## config.mk

```make
export PLATFORM = sky130hd
export DESIGN_NAME = pulse_train_gen
export DESIGN_NICKNAME = d
export VERILOG_FILES = /design/src/rtl/pulse_train_gen.sv
export SDC_FILE = /design/constraint.sdc
export NUM_CORES = 1
export LEC_CHECK = 0
export CORE_UTILIZATION = 45
export DETAILED_ROUTE_END_ITERATION = 7
export PLACE_DENSITY_LB_ADDON = 0.08
export SETUP_SLACK_MARGIN = 0.2
export SYNTH_ARGS = -nofsm -noshare
export SYNTH_HDL_FRONTEND = slang
export SYNTH_SLANG_ARGS = --single-unit
```

## constraint.sdc

```tcl
create_clock -name clk -period 3.65 [get_ports clk]
set_input_delay 0.365 -clock clk [delete_from_list [all_inputs] [get_ports clk]]
set_output_delay 0.365 -clock clk [all_outputs]
set_load 0.005 [all_outputs]
```

## src/rtl/pulse_train_gen.sv

```systemverilog
// pulse_train_gen: emits a programmable burst of active-low pulses.
// Each pulse is L clocks low and then H clocks high. The final high phase
// completes before done, so the far end sees a settled high line.
// Every output is a flop, so the line never glitches.
//
// Handshake: start is a single-cycle strobe that is accepted only in IDLE
// (the FSM is the implicit ready). A start seen in any other state is dropped.
// abort beats start in IDLE. In LOW or HIGH, abort ends the burst without done.
module pulse_train_gen #(
   parameter int CNT_W = 8,
   parameter int WID_W = 8
) (
   input  logic             clk,
   input  logic             reset,
   input  logic             start,
   input  logic [CNT_W-1:0] count,
   input  logic [WID_W-1:0] low_cycles,
   input  logic [WID_W-1:0] high_cycles,
   input  logic             abort,
   output logic             signal_out,
   output logic             busy,
   output logic             done,
   output logic [CNT_W-1:0] pulses_sent,
   output logic [1:0]       state_dbg
);

   localparam logic [1:0] S_IDLE = 2'd0;
   localparam logic [1:0] S_LOW  = 2'd1;
   localparam logic [1:0] S_HIGH = 2'd2;
   localparam logic [1:0] S_FIN  = 2'd3;

   logic [1:0]       state;
   logic [CNT_W-1:0] cnt_q;
   logic [WID_W-1:0] low_q;
   logic [WID_W-1:0] high_q;
   logic [WID_W-1:0] phase_q;
   logic [WID_W-1:0] low_eff;
   logic [WID_W-1:0] high_eff;

   // A phase length of zero is promoted to one clock.
   always_comb begin
      low_eff  = (low_cycles  == '0) ? WID_W'(1) : low_cycles;
      high_eff = (high_cycles == '0) ? WID_W'(1) : high_cycles;
   end

   assign state_dbg = state;

   // Burst FSM: phase down-counter, pulse tally, and the registered outputs.
   always_ff @(posedge clk) begin
      if (reset) begin
         state       <= S_IDLE;
         cnt_q       <= '0;
         low_q       <= WID_W'(1);
         high_q      <= WID_W'(1);
         phase_q     <= '0;
         signal_out  <= 1'b1;
         busy        <= 1'b0;
         done        <= 1'b0;
         pulses_sent <= '0;
      end else begin
         done <= 1'b0;
         case (state)
            S_IDLE: begin
               if (start && !abort) begin
                  if (count != '0) begin
                     // The first falling edge is counted in the cycle the line drops.
                     cnt_q       <= count;
                     low_q       <= low_eff;
                     high_q      <= high_eff;
                     phase_q     <= low_eff - WID_W'(1);
                     pulses_sent <= CNT_W'(1);
                     signal_out  <= 1'b0;
                     busy        <= 1'b1;
                     state       <= S_LOW;
                  end else begin
                     pulses_sent <= '0;
                     done        <= 1'b1;
                     state       <= S_FIN;
                  end
               end
            end
            S_LOW: begin
               if (abort) begin
                  signal_out <= 1'b1;
                  busy       <= 1'b0;
                  state      <= S_IDLE;
               end else if (phase_q == '0) begin
                  signal_out <= 1'b1;
                  phase_q    <= high_q - WID_W'(1);
                  state      <= S_HIGH;
               end else begin
                  phase_q <= phase_q - WID_W'(1);
               end
            end
            S_HIGH: begin
               if (abort) begin
                  busy  <= 1'b0;
                  state <= S_IDLE;
               end else if (phase_q == '0) begin
                  if (pulses_sent != cnt_q) begin
                     pulses_sent <= pulses_sent + CNT_W'(1);
                     signal_out  <= 1'b0;
                     phase_q     <= low_q - WID_W'(1);
                     state       <= S_LOW;
                  end else begin
                     busy  <= 1'b0;
                     done  <= 1'b1;
                     state <= S_FIN;
                  end
               end else begin
                  phase_q <= phase_q - WID_W'(1);
               end
            end
            default: begin
               // FIN: done is high for this one cycle, then the FSM idles.
               state <= S_IDLE;
            end
         endcase
      end
   end

endmodule

```

Word-level counts from Yosys, hierarchy flattened
Index checks and enable logic that the tools add are counted.
{"block": "op_classes", "addsub": 5, "n_eq_ne": 14, "n_mux": 45, "n_reduce_logical": 15}
{"cell": "2-to-1 mux 8 bit", "n": 13}
{"cell": "subtractor 8 x 1 -> 8 bit (second input constant)", "n": 4}
{"cell": "logical NOT 8 bit", "n": 3}
{"cell": "one-hot mux 8 bit (3 select lines)", "n": 1}
{"cell": "2-to-1 mux 1 bit", "n": 19}
{"cell": "one-hot mux 8 bit (2 select lines)", "n": 1}
{"cell": "2-to-1 mux 2 bit", "n": 7}
{"cell": "inequality test 2 bit (second input constant)", "n": 7}
{"cell": "inequality test 3 bit (second input constant)", "n": 4}
{"cell": "AND reduction 6 bit", "n": 2}
{"cell": "adder 8 x 1 -> 8 bit (second input constant)", "n": 1}
{"cell": "inequality test 8 bit", "n": 1}
{"cell": "nonzero test 8 bit", "n": 1}
{"cell": "AND reduction 7 bit", "n": 1}
{"cell": "one-hot mux 1 bit (3 select lines)", "n": 2}
{"cell": "one-hot mux 2 bit (3 select lines)", "n": 1}
{"cell": "AND reduction 3 bit", "n": 2}
{"cell": "AND reduction 5 bit", "n": 1}
{"cell": "nonzero test 3 bit", "n": 1}
{"cell": "equality test 2 x 1 -> 1 bit (second input constant)", "n": 1}
{"cell": "equality test 2 bit (second input constant)", "n": 1}
{"cell": "logical NOT 2 bit", "n": 1}
{"cell": "one-hot mux 1 bit (2 select lines)", "n": 1}
{"cell": "nonzero test 2 bit", "n": 1}
{"cell": "other kinds (2)", "n": 2}
{"block": "totals", "regBits": 45, "input_bits": 28, "output_inout_bits": 13, "elab_cells": 88}

Longest topological paths before layout
Gate-level depths: netlist (run 1).
{"block": "depth", "depth_word": 6, "depth_mapped": 10, "depth_no_buf": 9}

Worst setup path before layout (run 1)
Ideal clock, no wire load.
{"block": "synth_path", "kind": "reg2reg", "start": "register low_q[2]", "end": "register phase_q[7]", "setup_ns": 0.115, "arrival_ns": 2.004, "required_ns": 3.535, "path_slack_ns": 1.531, "path_stages_with_launch": 7, "path_buffers": 0, "synth_period_minus_slack_ns": 2.119, "path_cell_list": "dfxtp_1 or4_4 or4_4 xor2_1 a21oi_2 o311a_1 o21ba_1"}
{"block": "synth_between", "elab_chain_cells": 5}
{"item": "start: declaration", "line_no": "34", "source": "logic [WID_W-1:0] low_q;"}
{"item": "start signal: assignment", "line_no": "68", "source": "low_q <= low_eff;"}
{"item": "subtractor 8 x 1 -> 8 bit", "line_no": "103", "source": "phase_q <= low_q - WID_W'(1);"}
{"item": "2-to-1 mux 8 bit", "line_no": "100", "source": "if (pulses_sent != cnt_q) begin"}
{"item": "2-to-1 mux 8 bit", "line_no": "99", "source": "end else if (phase_q == '0) begin"}
{"item": "2-to-1 mux 8 bit", "line_no": "96", "source": "if (abort) begin"}
{"item": "one-hot mux 8 bit (3 select lines)", "line_no": "62", "source": "case (state)"}
{"item": "end signal: assignment", "line_no": "70", "source": "phase_q <= low_eff - WID_W'(1);"}
{"item": "end signal: assignment", "line_no": "103"}
{"item": "end signal: assignment", "line_no": "111", "source": "phase_q <= phase_q - WID_W'(1);"}
{"item": "end: declaration", "line_no": "36", "source": "logic [WID_W-1:0] phase_q;"}
No other way between the ends. The select of a mux whose other input is x is not followed.
A chain may end at the register's enable or synchronous reset.

Final worst setup path (run 1)
{"block": "layout_path", "start": "register state[0] (netlist: state_dbg[0])", "end": "register phase_q[0]"}
{"block": "layout_between", "elab_chain_cells": 3, "word_cells_on_any_way": 11, "cone_classes": "7 x eq/ne; 1 x mux; 3 x reduce/logical"}
{"item": "start: declaration", "line_no": "32", "source": "logic [1:0] state;"}
{"item": "start signal: assignment", "line_no": "51", "source": "state <= S_IDLE;"}
{"item": "start signal: assignment", "line_no": "74", "source": "state <= S_LOW;"}
{"item": "start signal: assignment", "line_no": "78", "source": "state <= S_FIN;"}
{"item": "equality test 2 bit (tied with other cells)", "line_no": "62"}
{"item": "inequality test 3 bit (no line) (tied with other cells)"}
{"item": "AND reduction 6 bit (no line)"}
{"item": "end signal: assignment", "line_no": "70"}
{"item": "end signal: assignment", "line_no": "89", "source": "phase_q <= high_q - WID_W'(1);"}
{"item": "end signal: assignment", "line_no": "92", "source": "phase_q <= phase_q - WID_W'(1);"}
Several ways; a longest one is shown, not always the timed one.

==> impl_metrics.json, run 1 <==
{
  "dr.first_iter.drc_count": 121,
  "p_total_w": 0.001905,
  "final-seq-area_um2": 900.9,
  "swShare": 0.4287,
  "grt.overflow.total": 0,
  "synth_xor_area_frac": 0.08032,
  "synth_top_family_by_area": "simple AND/OR/NAND/NOR gates",
  "comb_power_share": 0.496,
  "drtAntennaViolNets": 0,
  "numPortBuffers": 40,
  "ctsHoldBuffers": 0,
  "finClkSkew_ns": 0.008777,
  "vias_per_cell": 5.600,
  "cp-end-kind": "register",
  "grt_max_degree": 44,
  "fill_cells": 612,
  "syn_area_per_cell_um2": 7.854,
  "critPathLaunch": "state_dbg[0]$_SDFFE_PP0P_",
  "wirelength_um": 6905,
  "synth-edff-count": 0,
  "synth_top_area_share": 0.3177,
  "drc": 0,
  "synth-seq-cells": 45,
  "fin_nets": 430,
  "power_frac_seq": 0.342,
  "num_rows": 28,
  "power_frac_clock": 0.162,
  "ys_types": 59,
  "synthMuxAreaShare": 0.003530,
  "crit_type": "register to register",
  "clock_latency_ns": 0.30,
  "first_global_vias": 2390,
  "status": "complete, no violations",
  "synth_area_um2": 2835,
  "cts_resized": 0,
  "grt_pass1_wl_um": 11490,
  "min_period_over_period": 0.6743,
  "power_density_nw_per_um2": 577.0,
  "routedWlPerCell_um": 14.79,
  "n_antenna_cell": 0,
  "fp.dieW_um": 81.38,
  "core_area_um2": 5991,
  "clk_pin_slew_ns": 0.09,
  "yosys-top-cells-count": "nand2_1, dfxtp_1, a21oi_1",
  "drive_above_1_share": 0.05102,
  "vdd_drop_max_mv": 0.4420,
  "worstMarginPinSlew_ns": 0.5807,
  "finalHoldViolCount": 0,
  "switchingPower_w": 0.0008168,
  "syn-num-nets": 399,
  "finalMaxSlewViolations": 0,
  "start_util": 0.4733,
  "finalCoreUtilization": 0.5512,
  "clock-sinks": 45,
  "post_cts_buffers": 0,
  "netlist_instances": 361,
  "timing.setup.tns_ns": 0,
  "pin_count": 41,
  "critPathMaxFanout": 13,
  "yosys_warnings": 0,
  "fmax_ghz": 0.4063,
  "ys_async_sr_fraction": 0,
  "dr.pass1.iters": 4,
  "syn_to_final_growth_pct": 16.46,
  "start_kind": "register",
  "synth-adder-area-share": 0.04413,
  "clockBufferDepth": 2,
  "vias": 2615,
  "dp_hpwl_um": 5068,
  "r2r-start": "state_dbg[0]$_SDFFE_PP0P_",
  "htreeDepth": 2,
  "ctsRootBufferMaster": "clkbuf_8",
  "arrival_ns": 2.63,
  "slew_headroom": 0.6129,
  "ys_seq_area_frac": 0.3177,
  "ys.flop_type": "dfxtp_1",
  "setup_viol": 0,
  "period_needed_ns": 2.461,
  "die_area_um2": 6622,
  "grt_use_total": 0.2249,
  "fp.dieH_um": 81.38,
  "synth_compound_area_frac": 0.2370,
  "multiInputGateArea_um2": 1739,
  "grt_setup_unrepaired": "no",
  "synth_most_common_cell": "nand2_1",
  "worstHoldStart": "cnt_q[6]$_SDFFE_PP0P_",
  "required_ns": 3.82,
  "synth_area_leaders": "dfxtp_1, nand2_1, xor2_1",
  "cts_made_buffers": 5,
  "cts_tree": "done",
  "cap_violations": 0,
  "synth_largest_area_cell": "dfxtp_1",
  "p_leak_nw": 1.251,
  "finalWeightedCongestion": 0.8157,
  "grt_antenna_before_repair": 0,
  "internal_power_w": 0.001088,
  "holdCritPathClass": "register to register",
  "synthSimpleGateAreaFrac": 0.2485
}
==> critical path: stages, from the launching register on <==
cell and delay (ns):
dfxtp_1 0.41, inv_1 0.08, ha_1 0.35, nor2b_1 0.20, o22a_1 0.17, a211o_1 0.30, a311o_1 0.44, a221oi_1 0.29
a211oi_1 0.08
==> worst paths after layout <==
| check | to | slack [ns] | cells after the start |
|---|---|---|---|
| setup reg to reg | phase_q[0]$_SDFFE_PP0P_ | 1.19 | 8 |
| hold / removal | cnt_q[6]$_SDFFE_PP0P_ | 0.47 | 2 |
| hold reg to reg | cnt_q[6]$_SDFFE_PP0P_ | 0.47 | 2 |
| setup / recovery | phase_q[0]$_SDFFE_PP0P_ | 1.19 | 8 |
==> layer usage <==
layer,GRT usage,up-vias,wire [um]
met4,0.04821,0,18
met3,0.03371,2,210
li1,-,1352,-
met1,0.3277,1213,3536
met2,0.3458,48,3140
met5,0,-,0
==> cells by family after synthesis <==
kind of cell,count (synthesis)
and+or+nand+nor,144
AOI/OAI and AO/OA,101
DFF,45
buffers and inverters,34
xor gates and xnor gates,26
adders and majority gates,10
muxes,1
==> power groups by stage <==
stage	sequential (W)	clock, W	combinational, W
CTS	0.000653	0.000316	0.000940
detailed placement	0.000666	0	0.000930
global placement	0.000663	0	0.000935
finish	0.000653	0.000308	0.000945
floorplan	0.000645	0	0.000772
global route	0.000664	0.000339	0.00105
==> sequential cells by signal (all words and copies together), names as in the netlist <==
register,cells
cnt_q,8
high_q,8
low_q,8
phase_q,8
pulses_sent,8
state_dbg,2
busy,1
done,1
signal_out,1
==> placed cells by master (no fill, tap or decap), types with 5 or more instances in the layout <==
cell,n
a21oi_1,37
ha_1,10
or3_1,9
nor3_1,8
clkbuf_8,5
nand3_1,6
nor2_1,24
clkdlybuf4s50_1,40
dfxtp_1,45
nor4_1,6
a31oi_1,7
o21ai_0,15
inv_1,14
a211oi_1,5
xor2_1,23
nand2_1,65
and2_1,5
==> per-stage QoR <==
stage          cell area (um^2)  instances  hold slack (ns)  setup slack [ns]
5_1_grt                    3302        467           0.4881            0.9389
3_3_place_gp               3217        460           0.4518            0.9654
4_1_cts                    3302        467           0.4726             1.196
6_report                   3302        467           0.4714             1.189
2_1_floorplan              2835        361           0.4478             1.531
3_5_place_dp               3217        460           0.4540            0.9094
==> area by class of cell <==
type | instances | area share
Inverter | 14 | 0.01592
Timing Repair Buffer | 44 | 0.1304
Clock inverter | 2 | 0.004926
Sequential cell | 45 | 0.2728
Multi-Input combinational cell | 282 | 0.5267
Tap cell | 75 | 0.02842
Clock buffer | 5 | 0.02084
Note: power is estimated with default switching activity, not from simulation.
==> inputs of run 2 (changes only) <==
==> constraint.sdc (replaced) <==
create_clock -name clk -period 2.2 [get_ports clk]
set_input_delay 0.22 -clock clk [delete_from_list [all_inputs] [get_ports clk]]
set_output_delay 0.22 -clock clk [all_outputs]
set_load 0.005 [all_outputs]
==> impl_metrics.json, run 2 (same netlist as run 1, synthesis figures left out) <==
{
  "swShare": 0.3965,
  "critPathTopFamily": "simple AND/OR/NAND/NOR gates",
  "vdd_drop_max_mv": 0.6255,
  "min_period_over_period": 0.9669,
  "grt_antenna_before_repair": 0,
  "vias_per_cell": 5.697,
  "ctsRootBufferMaster": "clkbuf_8",
  "htreeDepth": 2,
  "fmax_ghz": 0.4701,
  "drive_above_1_share": 0.2527,
  "slowest_delay_ns": 0.53,
  "cp-end-kind": "register",
  "finalWeightedCongestion": 0.8794,
  "start_kind": "register",
  "clock-sinks": 45,
  "drtAntennaViolNets": 0,
  "grt.overflow.total": 0,
  "dp.cells": 518,
  "fin_cells": 538,
  "status": "complete, no violations",
  "start_util": 0.4733,
  "finClkSkew_ns": 0.008465,
  "dp_hpwl_um": 5806,
  "mostFrequentLayoutCell": "buf_4",
  "clock_latency_ns": 0.30,
  "crit_path_frequent_cell": "or4_4",
  "slew_headroom": 0.6819,
  "numPortBuffers": 40,
  "grt_max_degree": 43,
  "fill_cells": 512,
  "critPathMaxFanout": 2,
  "routedWlPerCell_um": 15.27,
  "wirelength_um": 8217,
  "syn_to_final_growth_pct": 43.07,
  "required_ns": 2.40,
  "fin_nets": 500,
  "fp.dieW_um": 81.38,
  "clockBufferDepth": 2,
  "cts_made_buffers": 5,
  "p_leak_nw": 1.665,
  "grt_pass1_wl_um": 12980,
  "arrival_ns": 2.32,
  "drc": 0,
  "period_needed_ns": 2.127,
  "pin_count": 41,
  "vias": 3065,
  "holdCritPathClass": "register to register",
  "worstMarginPinSlew_ns": 0.4771,
  "worstPathCellList": "or4_4, or4_4, xor2_1, a21oi_2, o311a_1, o21ba_1",
  "critPathBufInv": 0,
  "p_total_w": 0.004181,
  "clk_pin_slew_ns": 0.10,
  "power_density_nw_per_um2": 1031,
  "layout_common_cells": "buf_4, nand2_1, dfxtp_1, clkdlybuf4s50_1, a21oi_1",
  "cts_tree": "done",
  "finalHoldViolCount": 0,
  "die_area_um2": 6622,
  "ctsHoldBuffers": 0,
  "first_global_vias": 2817,
  "setup_viol": 0,
  "power_frac_clock": 0.155,
  "finalMaxSlewViolations": 0,
  "crit_slowest_cell": "or4_4",
  "power_frac_seq": 0.257,
  "grt_use_total": 0.2561,
  "dr.pass1.iters": 5,
  "dr.first_iter.drc_count": 199,
  "n_antenna_cell": 0,
  "comb_power_share": 0.588,
  "switchingPower_w": 0.001658,
  "crit_type": "register to register",
  "grt_setup_unrepaired": "yes",
  "core_area_um2": 5991,
  "fp.dieH_um": 81.38,
  "cap_violations": 0,
  "internal_power_w": 0.002523,
  "num_rows": 28
}
[run 2: changes by cell type in the layout (fill, tap and decap cells not counted), sizes merged]
cell      before  now
a311o          1    2
buf            4   73
bufinv         0    1
clkbuf         5    6
clkinvlp       1    0
[run 2: repair_timing]
| item | CTS | global route |
|---|---|---|
| endpoints found under the setup margin | 13 | 13 |
| gates resized for setup | 18 | 23 |
| cloned | 1 | 0 |
| setup buffers | 3 | 8 |
| pin swaps | 11 | 16 |
[run 2: path summary, 6_finish.rpt]
path | slack [ns] | end | cells after the start | startpoint
setup / recovery | 0.07 | phase_q[7]$_SDFFE_PP0P_ | 6 | low_q[1]$_SDFFE_PP0P_
hold / removal | 0.47 | high_q[7]$_SDFFE_PP0P_ | 2 | high_q[7]$_SDFFE_PP0P_
setup reg to reg | 0.07 | phase_q[7]$_SDFFE_PP0P_ | 6 | low_q[1]$_SDFFE_PP0P_
hold reg to reg | 0.47 | high_q[7]$_SDFFE_PP0P_ | 2 | high_q[7]$_SDFFE_PP0P_
[run 2: per-stage QoR]
stage | worst slack [ns] | TNS (ns) | hold WS [ns] | area (um^2) | utilization
finish | 0.07287 | 0 | 0.4717 | 4056 | 0.6771
CTS | 0.07093 | 0 | 0.4736 | 3890 | 0.6493
global route | 0.01402 | 0 | 0.4980 | 4056 | 0.6771
floorplan | 0.09300 | 0 | 0.3560 | 2838 | -
global placement | -0.1675 | -0.7036 | 0.4443 | 3680 | 0.6142
detailed placement | -0.2390 | -1.167 | 0.4592 | 3680 | 0.6142
[run 2: worst min-delay path, delay by kind of cell (launching register included)]
family / cells / cell delay, ns
flops: 1 / 0.32
simple gates: 1 / 0.05
compound gates: 1 / 0.05
[run 2: layer usage]
metal / wire, um / up-vias / global-route usage
met1: 3845 / 1446 / 0.3527
met2: 3764 / 112 / 0.4042
met5: 0 / - / 0
met4: 151 / 0 / 0.09107
li1: - / 1492 / -
met3: 455 / 15 / 0.03596
[run 2: area by class of cell]
class | instances | area [um^2] | area share
sequential | 45 | 907.1 | 0.2236
inverter | 14 | 52.55 | 0.01295
multi-input combinational | 283 | 1896 | 0.4673
timing repair buffer | 113 | 996.0 | 0.2455
tap | 75 | 93.84 | 0.02313
clock buffer | 6 | 72.57 | 0.01789
clock inverter | 2 | 38.79 | 0.009562
[run 2: power by group through the flow]
stage | logic (W) | clock network [W] | registers [W]
CTS | 0.00214 | 0.000654 | 0.00106
floorplan | 0.00128 | 0 | 0.00107
global placement | 0.00199 | 0 | 0.00107
global route | 0.00265 | 0.000689 | 0.00109
finish | 0.00246 | 0.000648 | 0.00108
detailed placement | 0.00200 | 0 | 0.00107
==> inputs of run 3 (changes only) <==
--- a/config.mk
+++ b/config.mk
@@ -6,9 +6,10 @@
 export NUM_CORES = 1
 export LEC_CHECK = 0
 export CORE_UTILIZATION = 45
+export CTS_CLUSTER_SIZE = 16
 export DETAILED_ROUTE_END_ITERATION = 7
-export PLACE_DENSITY_LB_ADDON = 0.08
-export SETUP_SLACK_MARGIN = 0.2
+export PLACE_DENSITY = 0.71
+export SETUP_SLACK_MARGIN = 0.05
 export SYNTH_ARGS = -nofsm -noshare
 export SYNTH_HDL_FRONTEND = slang
 export SYNTH_SLANG_ARGS = --single-unit
==> impl_metrics.json, run 3 (same netlist as run 1, synthesis figures left out) <==
{
  "cts_tree": "done",
  "critPathMaxFanout": 3,
  "holdCritPathClass": "register to register",
  "ff2ff_setup_slack_ns": 0.06,
  "grt_antenna_before_repair": 0,
  "final_cell_area_um2": 3810,
  "dp_hpwl_um": 5748,
  "setup_viol": 0,
  "drc": 0,
  "grt_use_total": 0.2522,
  "vias_per_cell": 5.680,
  "multiInputGateArea_um2": 1818,
  "numPortBuffers": 40,
  "drtAntennaViolNets": 0,
  "dr.first_iter.drc_count": 243,
  "grt_max_degree": 43,
  "dr.pass1.iters": 5,
  "vdd_drop_max_mv": 0.5042,
  "grt_setup_unrepaired": "yes",
  "mostFrequentLayoutCell": "nand2_1",
  "grt.overflow.total": 0,
  "finalHoldViolCount": 0,
  "clockBufferDepth": 2,
  "grt_pass1_wl_um": 12900,
  "status": "complete, no violations",
  "clock_latency_ns": 0.30,
  "finalMaxSlewViolations": 0,
  "min_period_over_period": 0.9723,
  "vias": 2965,
  "placed_cell_area_um2": 3612,
  "syn_to_final_growth_pct": 34.38,
  "cts_made_buffers": 5,
  "cp-end-kind": "register",
  "fp.dieH_um": 81.38,
  "timing.setup.tns_ns": 0,
  "period_needed_ns": 2.139,
  "clock-sinks": 45,
  "start_kind": "register",
  "fmax_ghz": 0.4675,
  "core_area_um2": 5991,
  "routedWlPerCell_um": 14.67,
  "pin_count": 41,
  "die_area_um2": 6622,
  "num_rows": 28,
  "clk_pin_slew_ns": 0.09,
  "finalWeightedCongestion": 0.8754,
  "start_util": 0.4733,
  "final-seq-area_um2": 905.9,
  "first_global_vias": 2840,
  "power_density_nw_per_um2": 967.0,
  "worstMarginPinSlew_ns": 0.4538,
  "arrival_ns": 2.35,
  "fin_nets": 484,
  "wirelength_um": 7658,
  "required_ns": 2.41,
  "whs_ns": 0.4714,
  "dp.cells": 511,
  "ctsRootBufferMaster": "clkbuf_8",
  "n_antenna_cell": 0,
  "fin_cells": 522,
  "slew_headroom": 0.6974,
  "layout_common_cells": "nand2_1, buf_4, dfxtp_1, clkdlybuf4s50_1, a21oi_1",
  "fp.dieW_um": 81.38,
  "cap_violations": 0,
  "finClkSkew_ns": 0.01190,
  "p_leak_nw": 1.546,
  "crit_type": "register to register",
  "drive_above_1_share": 0.1991,
  "fill_cells": 541,
  "htreeDepth": 2
}
==> run 3: cell types whose count changed in the layout (fill, tap and decap cells not counted), sizes merged <==
cell      previous run  this run
clkbuf               6         7
clkinv               1         0
clkinvlp             0         1
a311o                2         1
buf                 73        58
bufinv               1         0
==> run 3: area by class of cell <==
cell class	count	area share
Inverter	14	0.01379
Timing Repair Buffer	98	0.2246
Sequential cell	45	0.2378
Multi-Input combinational cell	282	0.4772
Tap cell	75	0.02463
Clock inverter	1	0.001970
Clock buffer	7	0.02003
==> run 3: path summary, 6_finish.rpt <==
path	start	to	cells past startpoint
setup / recovery	low_q[1]$_SDFFE_PP0P_	phase_q[7]$_SDFFE_PP0P_	6
hold / removal	cnt_q[0]$_SDFFE_PP0P_	cnt_q[0]$_SDFFE_PP0P_	2
setup reg to reg	low_q[1]$_SDFFE_PP0P_	phase_q[7]$_SDFFE_PP0P_	6
hold reg to reg	cnt_q[0]$_SDFFE_PP0P_	cnt_q[0]$_SDFFE_PP0P_	2
==> run 3: power breakdown <==
part	internal [W]	total (W)	switching, W
logic	0.000985	0.00209	0.00111
registers	0.000948	0.00108	0.000128
clock network	0.000225	0.000518	0.000292
==> run 3: what timing repair did <==
action / 4_1_cts / 5_1_grt
pin swaps: 1 / 9
endpoints found under the setup margin: 3 / 12
buffers inserted: 1 / 2
hold buffers: 0 / 0
gates resized for setup: 5 / 15
==> run 3: stage by stage <==
stage | worst slack [ns] | total power (W) | util
after CTS | 0.05284 | 0.003563 | 0.6232
after floorplan | 0.08144 | 0.002352 | -
final | 0.06089 | 0.003684 | 0.6360
after global placement | -0.1095 | 0.002946 | 0.6030
after global routing | 0.01836 | 0.003940 | 0.6360
after detailed placement | -0.2105 | 0.002984 | 0.6030
==> run 3: metal layers <==
metal | vias up | wire [um] | track usage
li1 | 1464 | - | -
met1 | 1403 | 3623 | 0.3327
met2 | 86 | 3613 | 0.4183
met3 | 12 | 305 | 0.03708
met4 | 0 | 116 | 0.08214
met5 | - | 0 | 0
==> run 3: worst max-delay path: stages, from the launching register on <==
cell	delay, ns
dfxtp_2	0.33
or4_4	0.54
or4_4	0.51
xor2_2	0.15
a21oi_2	0.06
o311a_1	0.30
o21ba_1	0.17
==> variant 1, RTL diff (config.mk and constraints of run 3) <==
Put one more register stage on the output `state_dbg`, without a reset. The value now appears one clock later. The other outputs are not delayed to match.
--- a/src/rtl/pulse_train_gen.sv
+++ b/src/rtl/pulse_train_gen.sv
@@ -43,7 +43,9 @@
       high_eff = (high_cycles == '0) ? WID_W'(1) : high_cycles;
    end
 
-   assign state_dbg = state;
+   always_ff @(posedge clk) begin
+      state_dbg <= state;
+   end
 
    // Burst FSM: phase down-counter, pulse tally, and the registered outputs.
    always_ff @(posedge clk) begin
Behaviour: not the same (Yosys sat finds a counterexample within 4 cycles, from zero or initial values and one cycle with reset high).
==> variant 1 against run 3 <==
Sequential share of layout area barely moved; synthesized area increased by 4.4%; largest cell class unchanged; total power shrank 4.5%; sequential cell count grew 2; combinational power down 8%; highest routed layer unchanged; wire length grew 11%; global-route usage decreased by 0.66 points; via count increased by 6.5%; first-iteration DRC count shrank 13%; design area is 4.6% higher; worst setup slack lost 39 ps; critical path depth up 1.
==> variant 1: results <==
setup_path:
  cp_top_family: "compound AO/OA/AOI/OAI gates"
  crit_start: "state[1]"
  cp_data_arrival_time_ps: 2430
  crit_fanout: 5
  crit_path_max_incr_delay_ps: 480
drt:
  met3_wirelength_um: 536
  first_pass_iters: 4
  drtIter0Drc: 212
  wl_met2_um: 3914
  routed_wl_um: 8503
  wl_met1_um: 3821
  wl_per_cell_um: 15.57
place:
  place_congestion: 0.9637
  post-dp-hpwl_um: 6335
  placed_cell_area_um2: 3737
  post-place-ws_ps: 0.5729
  dp_cells: 530
cells_and_area:
  drive_gt1_share_pct: 20.26
  nets: 506
  design_area_um2: 3984
  fillers: 547
timing:
  tightest_slew_ps: 624.9
logic_synthesis:
  synthAdderAreaFrac_pct: 4.227
  synth.avg_cell_area_um2: 7.729
  synth-seq-area-share_pct: 31.78
  ys_types: 56
  synth_mux_area_share_pct: 2.790
  synth-compound-area-share_pct: 23.54
  synthXorXnorAreaFrac_pct: 5.917
global_route:
  first_global_vias: 2894
  track_usage_pct: 24.56
  grt_use_met1_pct: 33.71
  use_met3_pct: 3.877
  grt_max_degree: 26
  grtUsageMet2_pct: 38.15
pwr:
  max-vdd-ir-drop_mv: 0.5312
  leakagePower_uw: 0.001544
status:
  status: "finished clean"
clocking:
  post_cts_buffers: 5
  cts-resized-gates: 7
## variant 1: changes by cell type after synthesis, sizes merged, moves of 4 or more
cell and change:
o31ai +5, o21ai -6, a21oi +4, o2111ai +4, inv +7, a211o -4, mux2i +5, buf -4
or3 +4, nor2 -6, o31a +4, xnor2 +7, xor2 -13, or4 +4
## variant 1: where the power goes
part	internal, uW	switching, uW
clock	223	314
sequential	975	89.8
combinational	915	1000
total	2110	1410
## variant 1: worst paths after layout
path	to	slack [ps]	cells after the start
setup / recovery	pulses_sent[2]	20	7
hold / removal	state_dbg[1]	400	0
setup reg to reg	pulses_sent[2]	20	7
hold reg to reg	state_dbg[1]	400	0
## variant 1: cell type report
type	instances	share of cell area [%]
multi-input cells	297	48.81
flip-flops and latches	47	23.74
repair buffers	94	20.73
well taps	77	2.418
inverters	23	2.167
clock buffers	6	1.822
clock inverters	2	0.3141
==> variant 2, RTL diff (flow settings as in run 3) <==
Made on the original files. Set the parameter `WID_W` to 9 (it was 8).
--- a/src/rtl/pulse_train_gen.sv
+++ b/src/rtl/pulse_train_gen.sv
@@ -8,7 +8,7 @@
 // abort beats start in IDLE. In LOW or HIGH, abort ends the burst without done.
 module pulse_train_gen #(
    parameter int CNT_W = 8,
-   parameter int WID_W = 8
+   parameter int WID_W = 9
 ) (
    input  logic             clk,
    input  logic             reset,
Ports: changed (resized high_cycles and low_cycles); port bits go from 41 to 43. The function was not compared with the original's and may differ.
==> variant 2 against run 3 <==
The run now ends with DRC left; maximum frequency shrank 1.1%; largest cell class unchanged; sequential cell count rose by 3; design area grew 13%; synthesized area rose by 8.0%; wire length increased by 13%; worst setup slack lost 23 ps; total power increased by 9.7%; final cell count is 9.4% higher; highest routed layer unchanged.
==> variant 2: results <==
status:
  status: "finished, violations left"
  violations: "DRC"
drt:
  vias_per_cell: 5.699
  routed_wl_um: 8641
  drc: 4
  drtIter0Drc: 217
  first_pass_iters: 7
cells_and_area:
  inverters: 15
  clkCellAreaFrac_pct: 2.808
  seq_share_pct: 22.46
  multi_input_area_share_pct: 49.15
  multi_input_cells: 314
  stdcell_count: 571
  drive_gt1_share_pct: 24.09
  seq_cell_count: 48
  fillers: 551
  num_antenna_cells: 0
  final_util_pct: 66.93
  nClkBuffers: 6
  signal_buffers: 109
  buf_share_pct: 22.05
  nets: 533
setup_path:
  crit_fanout: 8
  reg2reg_to: "phase_q[7]"
  crit_start: "phase_q[1]"
  reg2regPathDepth: 9
  rrSetupSlack_ps: 40
place:
  post-place-ws_ps: -374.1
  place_congestion: 0.8580
  portBuffers: 42
  post-dp-hpwl_um: 6338
  placed_cell_area_um2: 3975
  dp_cells: 558
worst_hold_path:
  hold_end: "low_q[1]"
  min_path_cells: 4
  hold_path.class: "in -> reg"
  min-delay-start: "low_cycles[1]"
pwr:
  max-vdd-ir-drop_mv: 0.4373
  switching_share_pct: 39.78
  leakagePower_uw: 0.001652
global_route:
  grt_pass1_wl_um: 14130
  first_global_vias: 3007
  track_usage_pct: 24.22
  grt_max_degree: 33
  antenna_found_initial: 0
logic_synthesis:
  synth.area.top_cells: "dfxtp_1 (31%), nand2_1 (9.1%), xnor2_1 (6.6%)"
  synth.avg_cell_area_um2: 7.715
  netlist_top_cells_count: "nand2_1 (74), dfxtp_1 (48), a21oi_1 (39), nor2_1 (25), xnor2_1 (23)"
  synth-seq-area-share_pct: 31.37
  syn-num-nets: 437
  ys_types: 59
timing:
  whs_ps: 342.2
  timing.final.crit_period_ps: 2162
  slew_headroom_pct: 59.86
  clock_skew_ps: 6.985
floorplan:
  coreArea_um2: 6459
job:
  drv_cap: 0
-- variant 2: what timing repair did --
| action | CTS | global route |
|---|---|---|
| hold buffers | 0 | 0 |
| buffers inserted | 2 | 3 |
| gates resized for setup | 25 | 21 |
| endpoints found under the setup margin | 19 | 19 |
| pin swaps | 21 | 16 |
-- variant 2: per-layer routing --
layer | global-route usage (%) | vias up | routed length, um
li1 | - | 1614 | -
met1 | 32.43 | 1521 | 3944
met2 | 41.39 | 107 | 4107
met3 | 3.835 | 12 | 483
met4 | 4.777 | 0 | 106
met5 | 0 | - | 0
-- variant 2: kinds of logic (layout without fill, tap and decap cells) --
logic type / count (synthesis) / in the layout / synth area share [%]
multiplexers: 4 / 4 / 1.389
adder cells (fa/ha/maj): 10 / 10 / 4.085
AO/OA/AOI/OAI: 104 / 104 / 23.24
buffers and inverters: 35 / 132 / 4.534
flip-flops: 48 / 48 / 31.37
XOR/XNOR: 34 / 34 / 9.722
AND/OR/NAND/NOR: 162 / 162 / 25.65
-- variant 2: power by group through the flow --
| stage | Combinational, uW | Sequential (uW) | Clock (uW) |
|---|---|---|---|
| floorplan | 1190 | 1110 | 0 |
| global placement | 1950 | 1100 | 0 |
| detailed placement | 1980 | 1100 | 0 |
| CTS | 2110 | 1090 | 691 |
| global route | 2420 | 1110 | 732 |
| finish | 2270 | 1090 | 683 |
-- variant 2: worst max-delay path, cell delays in order (launching register included) --
cell and delay (ps):
dfxtp_2 330, inv_2 70, ha_4 130, or4b_4 510, or2_4 310, buf_6 140
o211ai_1 210, a21oi_1 70, o211ai_1 180, a21oi_1 80
